--- config.mk ---
export PLATFORM = sky130hd
export DESIGN_NAME = c7bifu_fcl_mo_flat
export DESIGN_NICKNAME = d
export VERILOG_FILES = /design/src/rtl/c7bifu_fcl_mo_if.sv /design/src/rtl/c7bifu_fcl_mo.sv /design/src/flat_wrapper.sv
export SDC_FILE = /design/constraint.sdc
export NUM_CORES = 1
export LEC_CHECK = 0
export ABC_AREA = 1
export BUFFER_PORTS_ARGS = -buffer_cell sky130_fd_sc_hd__buf_2
export CAP_MARGIN = 20
export CORE_AREA = 2 2 177 179
export DETAILED_ROUTE_END_ITERATION = 7
export DIE_AREA = 0 0 179 181
export PLACE_DENSITY = 0.76
export SLEW_MARGIN = 10
export SYNTH_ARGS = -nofsm -noshare
export SYNTH_HDL_FRONTEND = slang
export SYNTH_SLANG_ARGS = --single-unit
--- constraint.sdc ---
create_clock -name clk -period 6.3 [get_ports clk]
set_clock_uncertainty 0.2 [all_clocks]
set_input_delay 0.63 -clock clk [delete_from_list [all_inputs] [get_ports clk]]
set_output_delay 0.63 -clock clk [all_outputs]
set_load 0.01 [all_outputs]
--- src/rtl/c7bifu_fcl_mo_if.sv ---
// Fetch-control bus bundle: ICU request/response, EXU redirects and EXU instruction handshake.
// The IFU side uses the master modport; the ICU/EXU environment uses the slave modport.
interface c7bifu_fcl_mo_if #(
    parameter int ADDR_W = 32,
    parameter int INST_W = 32
);
    logic              ifu_icu_req_ic1;
    logic [ADDR_W-1:0] ifu_icu_addr_ic1;
    logic              icu_ifu_ack_ic1;
    logic              icu_ifu_data_valid_ic2;
    logic [INST_W-1:0] icu_ifu_data_ic2;
    logic              exu_ifu_except;
    logic [ADDR_W-1:0] exu_ifu_isr_addr;
    logic              exu_ifu_ertn;
    logic [ADDR_W-1:0] exu_ifu_era_addr;
    logic              exu_ifu_branch;
    logic [ADDR_W-1:0] exu_ifu_brn_addr;
    logic              ifu_exu_valid;
    logic [INST_W-1:0] ifu_exu_inst;
    logic [ADDR_W-1:0] ifu_exu_pc;
    logic              exu_ifu_ready;

    modport master (
        output ifu_icu_req_ic1, ifu_icu_addr_ic1,
        input  icu_ifu_ack_ic1, icu_ifu_data_valid_ic2, icu_ifu_data_ic2,
        input  exu_ifu_except, exu_ifu_isr_addr, exu_ifu_ertn, exu_ifu_era_addr,
        input  exu_ifu_branch, exu_ifu_brn_addr,
        output ifu_exu_valid, ifu_exu_inst, ifu_exu_pc,
        input  exu_ifu_ready
    );

    modport slave (
        input  ifu_icu_req_ic1, ifu_icu_addr_ic1,
        output icu_ifu_ack_ic1, icu_ifu_data_valid_ic2, icu_ifu_data_ic2,
        output exu_ifu_except, exu_ifu_isr_addr, exu_ifu_ertn, exu_ifu_era_addr,
        output exu_ifu_branch, exu_ifu_brn_addr,
        input  ifu_exu_valid, ifu_exu_inst, ifu_exu_pc,
        output exu_ifu_ready
    );
endinterface

--- src/rtl/c7bifu_fcl_mo.sv ---
// Multi-outstanding IFU fetch control: owns the fetch PC, tracks in-flight ICU requests, buffers responses.
// Optional macro C7BIFU_FCL_BYPASS_EN forwards a response straight to EXU when the buffer is empty.
module c7bifu_fcl_mo #(
    parameter int                 ADDR_W          = 32,
    parameter int                 INST_W          = 32,
    parameter int                 MAX_OUTSTANDING = 2,
    parameter int                 FB_DEPTH        = 4,
    parameter logic [ADDR_W-1:0]  RESET_PC        = ADDR_W'(32'h1C00_0000)
) (
    input  logic            clk,
    input  logic            reset,
    c7bifu_fcl_mo_if.master bus
);
    localparam int CNT_W = $clog2(MAX_OUTSTANDING + 1);
    localparam int TQ_AW = (MAX_OUTSTANDING > 1) ? $clog2(MAX_OUTSTANDING) : 1;
    localparam int FB_AW = (FB_DEPTH > 1) ? $clog2(FB_DEPTH) : 1;
    localparam int FBC_W = $clog2(FB_DEPTH + 1);
    localparam int SUM_W = FBC_W + CNT_W;

    function automatic logic [TQ_AW-1:0] tq_inc(input logic [TQ_AW-1:0] p);
        return (p == TQ_AW'(MAX_OUTSTANDING - 1)) ? '0 : p + TQ_AW'(1);
    endfunction

    function automatic logic [FB_AW-1:0] fb_inc(input logic [FB_AW-1:0] p);
        return (p == FB_AW'(FB_DEPTH - 1)) ? '0 : p + FB_AW'(1);
    endfunction

    logic              req_q,    req_d;
    logic [ADDR_W-1:0] addr_q,   addr_d;
    logic [ADDR_W-1:0] pc_q,     pc_d;
    logic              stale_q,  stale_d;
    logic [CNT_W-1:0]  out_q,    out_d;
    logic [CNT_W-1:0]  kill_q,   kill_d;
    logic [TQ_AW-1:0]  tq_wr_q,  tq_wr_d;
    logic [TQ_AW-1:0]  tq_rd_q,  tq_rd_d;
    logic [FB_AW-1:0]  fb_wr_q,  fb_wr_d;
    logic [FB_AW-1:0]  fb_rd_q,  fb_rd_d;
    logic [FBC_W-1:0]  fb_cnt_q, fb_cnt_d;

    logic [ADDR_W-1:0] tq_mem      [MAX_OUTSTANDING];
    logic [ADDR_W-1:0] fb_pc_mem   [FB_DEPTH];
    logic [INST_W-1:0] fb_inst_mem [FB_DEPTH];

    logic              flush;
    logic [ADDR_W-1:0] flush_tgt;
    logic              ack_fire;
    logic              dv_fire;
    logic              kill_hit;
    logic              keep;
    logic              byp;
    logic              issue;
    logic              fb_push;
    logic              fb_pop;
    logic              fb_nonempty;
    logic [CNT_W-1:0]  out_nxt;
    logic [ADDR_W-1:0] resp_pc;
    logic [SUM_W-1:0]  credit_used;

    assign flush     = bus.exu_ifu_except | bus.exu_ifu_ertn | bus.exu_ifu_branch;
    assign flush_tgt = bus.exu_ifu_except ? bus.exu_ifu_isr_addr :
                       bus.exu_ifu_ertn   ? bus.exu_ifu_era_addr :
                                            bus.exu_ifu_brn_addr;

    // A response with nothing in flight is a protocol error and is ignored.
    assign ack_fire    = req_q & bus.icu_ifu_ack_ic1;
    assign dv_fire     = bus.icu_ifu_data_valid_ic2 & (out_q != '0);
    assign kill_hit    = dv_fire & (kill_q != '0);
    assign keep        = dv_fire & ~kill_hit;
    assign resp_pc     = tq_mem[tq_rd_q];
    assign fb_nonempty = (fb_cnt_q != '0);
    assign out_nxt     = out_q + CNT_W'(ack_fire) - CNT_W'(dv_fire);

    // Every in-flight request already owns a buffer slot, so a response can always be pushed.
    assign credit_used = SUM_W'(fb_cnt_q) + SUM_W'(out_q);
    assign issue       = ~req_q & ~flush
                       & (out_q < CNT_W'(MAX_OUTSTANDING))
                       & (credit_used < SUM_W'(FB_DEPTH));

`ifdef C7BIFU_FCL_BYPASS_EN
    assign byp = ~fb_nonempty & keep & ~flush;
`else
    assign byp = 1'b0;
`endif

    assign fb_pop  = fb_nonempty & bus.exu_ifu_ready;
    assign fb_push = keep & ~(byp & bus.exu_ifu_ready);

    assign bus.ifu_icu_req_ic1  = req_q;
    assign bus.ifu_icu_addr_ic1 = addr_q;
    assign bus.ifu_exu_valid    = fb_nonempty | byp;
    assign bus.ifu_exu_inst     = byp ? bus.icu_ifu_data_ic2 : fb_inst_mem[fb_rd_q];
    assign bus.ifu_exu_pc       = byp ? resp_pc : fb_pc_mem[fb_rd_q];

    always_comb begin
        req_d    = req_q;
        addr_d   = addr_q;
        pc_d     = pc_q;
        stale_d  = stale_q;
        out_d    = out_nxt;
        kill_d   = kill_q + CNT_W'(ack_fire & stale_q) - CNT_W'(kill_hit);
        tq_wr_d  = ack_fire ? tq_inc(tq_wr_q) : tq_wr_q;
        tq_rd_d  = dv_fire ? tq_inc(tq_rd_q) : tq_rd_q;
        fb_wr_d  = fb_push ? fb_inc(fb_wr_q) : fb_wr_q;
        fb_rd_d  = fb_pop ? fb_inc(fb_rd_q) : fb_rd_q;
        fb_cnt_d = fb_cnt_q;
        case ({fb_push, fb_pop})
            2'b10:   fb_cnt_d = fb_cnt_q + FBC_W'(1);
            2'b01:   fb_cnt_d = fb_cnt_q - FBC_W'(1);
            default: fb_cnt_d = fb_cnt_q;
        endcase

        if (ack_fire) begin
            req_d   = 1'b0;
            stale_d = 1'b0;
            if (!stale_q) begin
                pc_d = pc_q + ADDR_W'(4);
            end
        end else if (issue) begin
            req_d  = 1'b1;
            addr_d = pc_q;
        end

        // Everything still in flight after this cycle belongs to the old path, including a same-cycle ack.
        if (flush) begin
            pc_d     = flush_tgt;
            kill_d   = out_nxt;
            fb_wr_d  = '0;
            fb_rd_d  = '0;
            fb_cnt_d = '0;
            if (req_q && !ack_fire) begin
                stale_d = 1'b1;
            end
        end
    end

    always_ff @(posedge clk) begin
        if (reset) begin
            req_q    <= 1'b0;
            addr_q   <= RESET_PC;
            pc_q     <= RESET_PC;
            stale_q  <= 1'b0;
            out_q    <= '0;
            kill_q   <= '0;
            tq_wr_q  <= '0;
            tq_rd_q  <= '0;
            fb_wr_q  <= '0;
            fb_rd_q  <= '0;
            fb_cnt_q <= '0;
        end else begin
            req_q    <= req_d;
            addr_q   <= addr_d;
            pc_q     <= pc_d;
            stale_q  <= stale_d;
            out_q    <= out_d;
            kill_q   <= kill_d;
            tq_wr_q  <= tq_wr_d;
            tq_rd_q  <= tq_rd_d;
            fb_wr_q  <= fb_wr_d;
            fb_rd_q  <= fb_rd_d;
            fb_cnt_q <= fb_cnt_d;
        end
    end

    always_ff @(posedge clk) begin
        if (ack_fire) begin
            tq_mem[tq_wr_q] <= addr_q;
        end
        if (fb_push) begin
            fb_inst_mem[fb_wr_q] <= bus.icu_ifu_data_ic2;
            fb_pc_mem[fb_wr_q]   <= resp_pc;
        end
    end

    always_ff @(posedge clk) begin
        if (!reset) begin
            assert (!(bus.icu_ifu_data_valid_ic2 && (out_q == '0)))
                else $error("c7bifu_fcl_mo: data_valid with no request outstanding");
        end
    end
endmodule

--- src/flat_wrapper.sv ---
// flat-port wrapper written by rule: the top's interface ports become plain ports
module c7bifu_fcl_mo_flat 
#(
    parameter int                 ADDR_W          = 32,
    parameter int                 INST_W          = 32,
    parameter int                 MAX_OUTSTANDING = 2,
    parameter int                 FB_DEPTH        = 4,
    parameter logic [ADDR_W-1:0]  RESET_PC        = ADDR_W'(32'h1C00_0000)
)
  (clk, reset, bus_ifu_icu_req_ic1, bus_ifu_icu_addr_ic1, bus_icu_ifu_ack_ic1, bus_icu_ifu_data_valid_ic2, bus_icu_ifu_data_ic2, bus_exu_ifu_except, bus_exu_ifu_isr_addr, bus_exu_ifu_ertn, bus_exu_ifu_era_addr, bus_exu_ifu_branch, bus_exu_ifu_brn_addr, bus_ifu_exu_valid, bus_ifu_exu_inst, bus_ifu_exu_pc, bus_exu_ifu_ready);
  c7bifu_fcl_mo_if #(.ADDR_W(ADDR_W), .INST_W(INST_W)) bus_i ();
  input  logic clk;
  input  logic reset;
  output wire logic [$bits(bus_i.ifu_icu_req_ic1)-1:0] bus_ifu_icu_req_ic1;
  output wire logic [$bits(bus_i.ifu_icu_addr_ic1)-1:0] bus_ifu_icu_addr_ic1;
  input wire logic [$bits(bus_i.icu_ifu_ack_ic1)-1:0] bus_icu_ifu_ack_ic1;
  input wire logic [$bits(bus_i.icu_ifu_data_valid_ic2)-1:0] bus_icu_ifu_data_valid_ic2;
  input wire logic [$bits(bus_i.icu_ifu_data_ic2)-1:0] bus_icu_ifu_data_ic2;
  input wire logic [$bits(bus_i.exu_ifu_except)-1:0] bus_exu_ifu_except;
  input wire logic [$bits(bus_i.exu_ifu_isr_addr)-1:0] bus_exu_ifu_isr_addr;
  input wire logic [$bits(bus_i.exu_ifu_ertn)-1:0] bus_exu_ifu_ertn;
  input wire logic [$bits(bus_i.exu_ifu_era_addr)-1:0] bus_exu_ifu_era_addr;
  input wire logic [$bits(bus_i.exu_ifu_branch)-1:0] bus_exu_ifu_branch;
  input wire logic [$bits(bus_i.exu_ifu_brn_addr)-1:0] bus_exu_ifu_brn_addr;
  output wire logic [$bits(bus_i.ifu_exu_valid)-1:0] bus_ifu_exu_valid;
  output wire logic [$bits(bus_i.ifu_exu_inst)-1:0] bus_ifu_exu_inst;
  output wire logic [$bits(bus_i.ifu_exu_pc)-1:0] bus_ifu_exu_pc;
  input wire logic [$bits(bus_i.exu_ifu_ready)-1:0] bus_exu_ifu_ready;
  assign bus_ifu_icu_req_ic1 = bus_i.ifu_icu_req_ic1;
  assign bus_ifu_icu_addr_ic1 = bus_i.ifu_icu_addr_ic1;
  assign bus_i.icu_ifu_ack_ic1 = bus_icu_ifu_ack_ic1;
  assign bus_i.icu_ifu_data_valid_ic2 = bus_icu_ifu_data_valid_ic2;
  assign bus_i.icu_ifu_data_ic2 = bus_icu_ifu_data_ic2;
  assign bus_i.exu_ifu_except = bus_exu_ifu_except;
  assign bus_i.exu_ifu_isr_addr = bus_exu_ifu_isr_addr;
  assign bus_i.exu_ifu_ertn = bus_exu_ifu_ertn;
  assign bus_i.exu_ifu_era_addr = bus_exu_ifu_era_addr;
  assign bus_i.exu_ifu_branch = bus_exu_ifu_branch;
  assign bus_i.exu_ifu_brn_addr = bus_exu_ifu_brn_addr;
  assign bus_ifu_exu_valid = bus_i.ifu_exu_valid;
  assign bus_ifu_exu_inst = bus_i.ifu_exu_inst;
  assign bus_ifu_exu_pc = bus_i.ifu_exu_pc;
  assign bus_i.exu_ifu_ready = bus_exu_ifu_ready;
  c7bifu_fcl_mo #(.ADDR_W(ADDR_W), .INST_W(INST_W), .MAX_OUTSTANDING(MAX_OUTSTANDING), .FB_DEPTH(FB_DEPTH), .RESET_PC(RESET_PC)) u_core (.clk(clk), .reset(reset), .bus(bus_i));
endmodule
==> reports/metrics.cfg <==
[run_status]
status = complete, no violations

[finish]
regArea_um2 = 11300
area_delta_synth_final_pct = 16.3
finalNetCount = 1814
fillers = 2350
drive_above_1_share_pct = 22.1
final_cell_area_um2 = 19200
diodes = 0
multiInputGateArea_um2 = 4690

[yosys]
seq_area_frac_synth_pct = 68.0
synth.area.top_cells = edfxtp_1 58%, dfxtp_1 9.9%, o21ai_0 5.5%, nor2_1 5.1%, nand2_1 3.7%
yosys-top-cells-count = 320 x edfxtp_1, 225 x nor2_1, 183 x o21ai_0
yosysMostFrequentCell = edfxtp_1
ys_seq_elements = 402
synth_ff_type = edfxtp_1
avgSynthCellArea_um2 = 11.3
ys_warn_count = 0
synth_top_cell_by_area = edfxtp_1
synth_nets = 1610
synth_edf_count = 320
synthCells = 1461
async_flop_share_pct = 0
ys_types = 41
synthesis.area_um2 = 16500
synth_top_area_share_pct = 58.1

[setup_path]
worstSetupPathType = flip-flop to output pin
required_ps = 5470
crit_fanout = 86
cpMaxStageDelayCell = dfxtp_4
crit_path_cell_trace = clkinv_2, buf_4, o21ai_0, o22ai_1, buf_2
arrival_ps = 3170
cpPeakStageDelay_ps = 770
startpoint_type = flip-flop
setup.worst_path.end_class = output pin

[flow_run]
drv_cap = 0

[timing]
rsz0062_at_grt = false
max_freq_ghz = 0.250
finalHoldViolations = 0
slew_viol_final = 0
finalCritPeriodShare_pct = 63.4
relSlewSlack_pct = 34.6
period_needed_ps = 4000
finalSetupViolCount = 0
worst_slew_pin_slew_ps = 981
finalSetupTns_ps = 0

[clocking]
clock-sinks = 402
postCtsSetupBuffers = 0
tritoncts = yes
cts.clk_slew.worst_paths_ps = 60
cts-root-buf = clkbuf_16
hold_buffers = 0
ctsResizeCount = 0
cts_buffers = 39
h-tree-depth = 2
clock_latency_ps = 520
cts_buffer_depth = 3

[drt]
initialDrtViolationCount = 717
vias = 11422
ant_nets = 0
via_per_inst = 5.46
drc = 0
drt-wirelength-per-cell_um = 17.5
wl_um = 36500
first_pass_iters = 5

[placement]
hpwl_um = 23500
place_area_um2 = 18000
gp_congestion = 0.870
port_buffers = 233

[floorplanning]
pin_count = 234
die_width_um = 179
die_area_um2 = 32400
die_y_um = 181
start_util_pct = 54.5
core_area_um2 = 30300
rows = 64

[power]
vdd_drop_max_uv = 182
leakage_nw = 7.10
power_density_nw_per_um2 = 318

[global_route]
gr-total-overflow = 0
grt_util_all_layers_pct = 22.5
grt_max_degree = 87
grt_pass1_wl_um = 57300
antenna_found_initial = 0
grt_pass1_vias = 10979

[hold_path]
hold_class = input port to flip-flop

final cells by class:
class,instances,share of cell area [%]
Sequential cell,402,58.5
Clock inverter,24,0.995
Multi-Input combinational cell,904,24.4
Timing Repair Buffer,245,6.70
Clock buffer,47,5.44
Tap cell,396,2.57
Inverter,73,1.44
layer usage:
metal | vias to the layer above | GRT usage, % | routed length, µm | share of wire, %
li1 | 5615 | - | - | -
met1 | 5378 | 30.0 | 15900 | 43
met2 | 373 | 38.1 | 17600 | 48
met3 | 56 | 3.62 | 2290 | 6.3
met4 | 0 | 6.24 | 736 | 2.0
met5 | - | 0 | 0 | 0
critical path, delay by kind of cell (launching register included):
kind / cells / cell delay, ps
flops: 1 / 770
buf+inv: 3 / 1330
compound gates: 2 / 460
sequential cells by signal (all words and copies together), names as in the netlist, named ones only:
signal and count:
u_core.bus.ifu_icu_req_ic1 1, u_core.tq_wr_q 1, u_core.fb_inst_mem 128, u_core.fb_wr_q 2
u_core.out_q 2, u_core.pc_q 32, u_core.tq_mem 64, u_core.fb_rd_q 2
u_core.fb_pc_mem 128, u_core.fb_cnt_q 3, u_core.kill_q 2, u_core.tq_rd_q 1
u_core.bus.ifu_icu_addr_ic1 32
where the power goes:
| part | internal (mW) | leakage, nW | switching (mW) |
|---|---|---|---|
| Sequential | 3.09 | 3.57 | 0.0840 |
| Clock | 1.27 | 0.604 | 0.944 |
| Combinational | 0.269 | 2.93 | 0.468 |
| Total | 4.63 | 7.10 | 1.50 |
kinds of logic (layout without fill, tap and decap cells):
kind of cell / count (synthesis) / count (layout) / synth area share (%)
xor gates and xnor gates: 11 / 11 / 0.582
adders and majority gates: 13 / 13 / 1.03
buffers and inverters: 155 / 389 / 3.89
DFF: 402 / 402 / 68.0
muxes: 32 / 32 / 2.18
and+or+nand+nor: 470 / 470 / 11.6
AOI/OAI and AO/OA: 378 / 378 / 12.7
metrics by stage:
| step | power, mW | utilization [%] | instances | hold slack [ps] | setup WS [ps] |
|---|---|---|---|---|---|
| 2_1_floorplan | 3.66 | - | 1461 | 226 | 1750 |
| 3_3_place_gp | 3.94 | 59.2 | 2018 | 237 | 2780 |
| 3_5_place_dp | 3.97 | 59.3 | 2019 | 248 | 2650 |
| 4_1_cts | 6.17 | 63.3 | 2090 | 97.0 | 2320 |
| 5_1_grt | 6.36 | 63.4 | 2091 | 107 | 2050 |
| 6_report | 6.13 | 63.4 | 2091 | 117 | 2300 |
final timing paths:
check                     startpoint                        to  slack [ps]  cells past startpoint
max                        flip-flop        bus_ifu_exu_pc[24]        2300                      5
min          bus_icu_ifu_data_ic2[0]  u_core.fb_inst_mem[0][0]         120                      1
max reg2reg          u_core.out_q[1]   u_core.fb_pc_mem[0][28]        3450                      5
min reg2reg           u_core.tq_rd_q            u_core.tq_rd_q         260                      1
cell usage in the layout, fill, tap and decap left out, drive strengths merged:
master,Yosys,routed
edfxtp,320,320
buf,32,245
nor2,233,233
o21ai,204,204
nand2,167,167
dfxtp,82,82
a21oi,79,79
inv,70,70
o22ai,67,67
nand3,57,57
clkbuf,50,47
mux2,32,32
clkinv,3,22
o211ai,16,16
ha,12,12
a31oi,8,8
xor2,7,7
nor3,6,6
nand4,5,5
xnor2,4,4
clkinvlp,0,3
bufinv,0,2
o31ai,1,1
o221ai,1,1
a211oi,1,1
o211a,1,1
or2,1,1
and2,1,1
fa,1,1
Note: power is estimated with default switching activity, not from simulation.
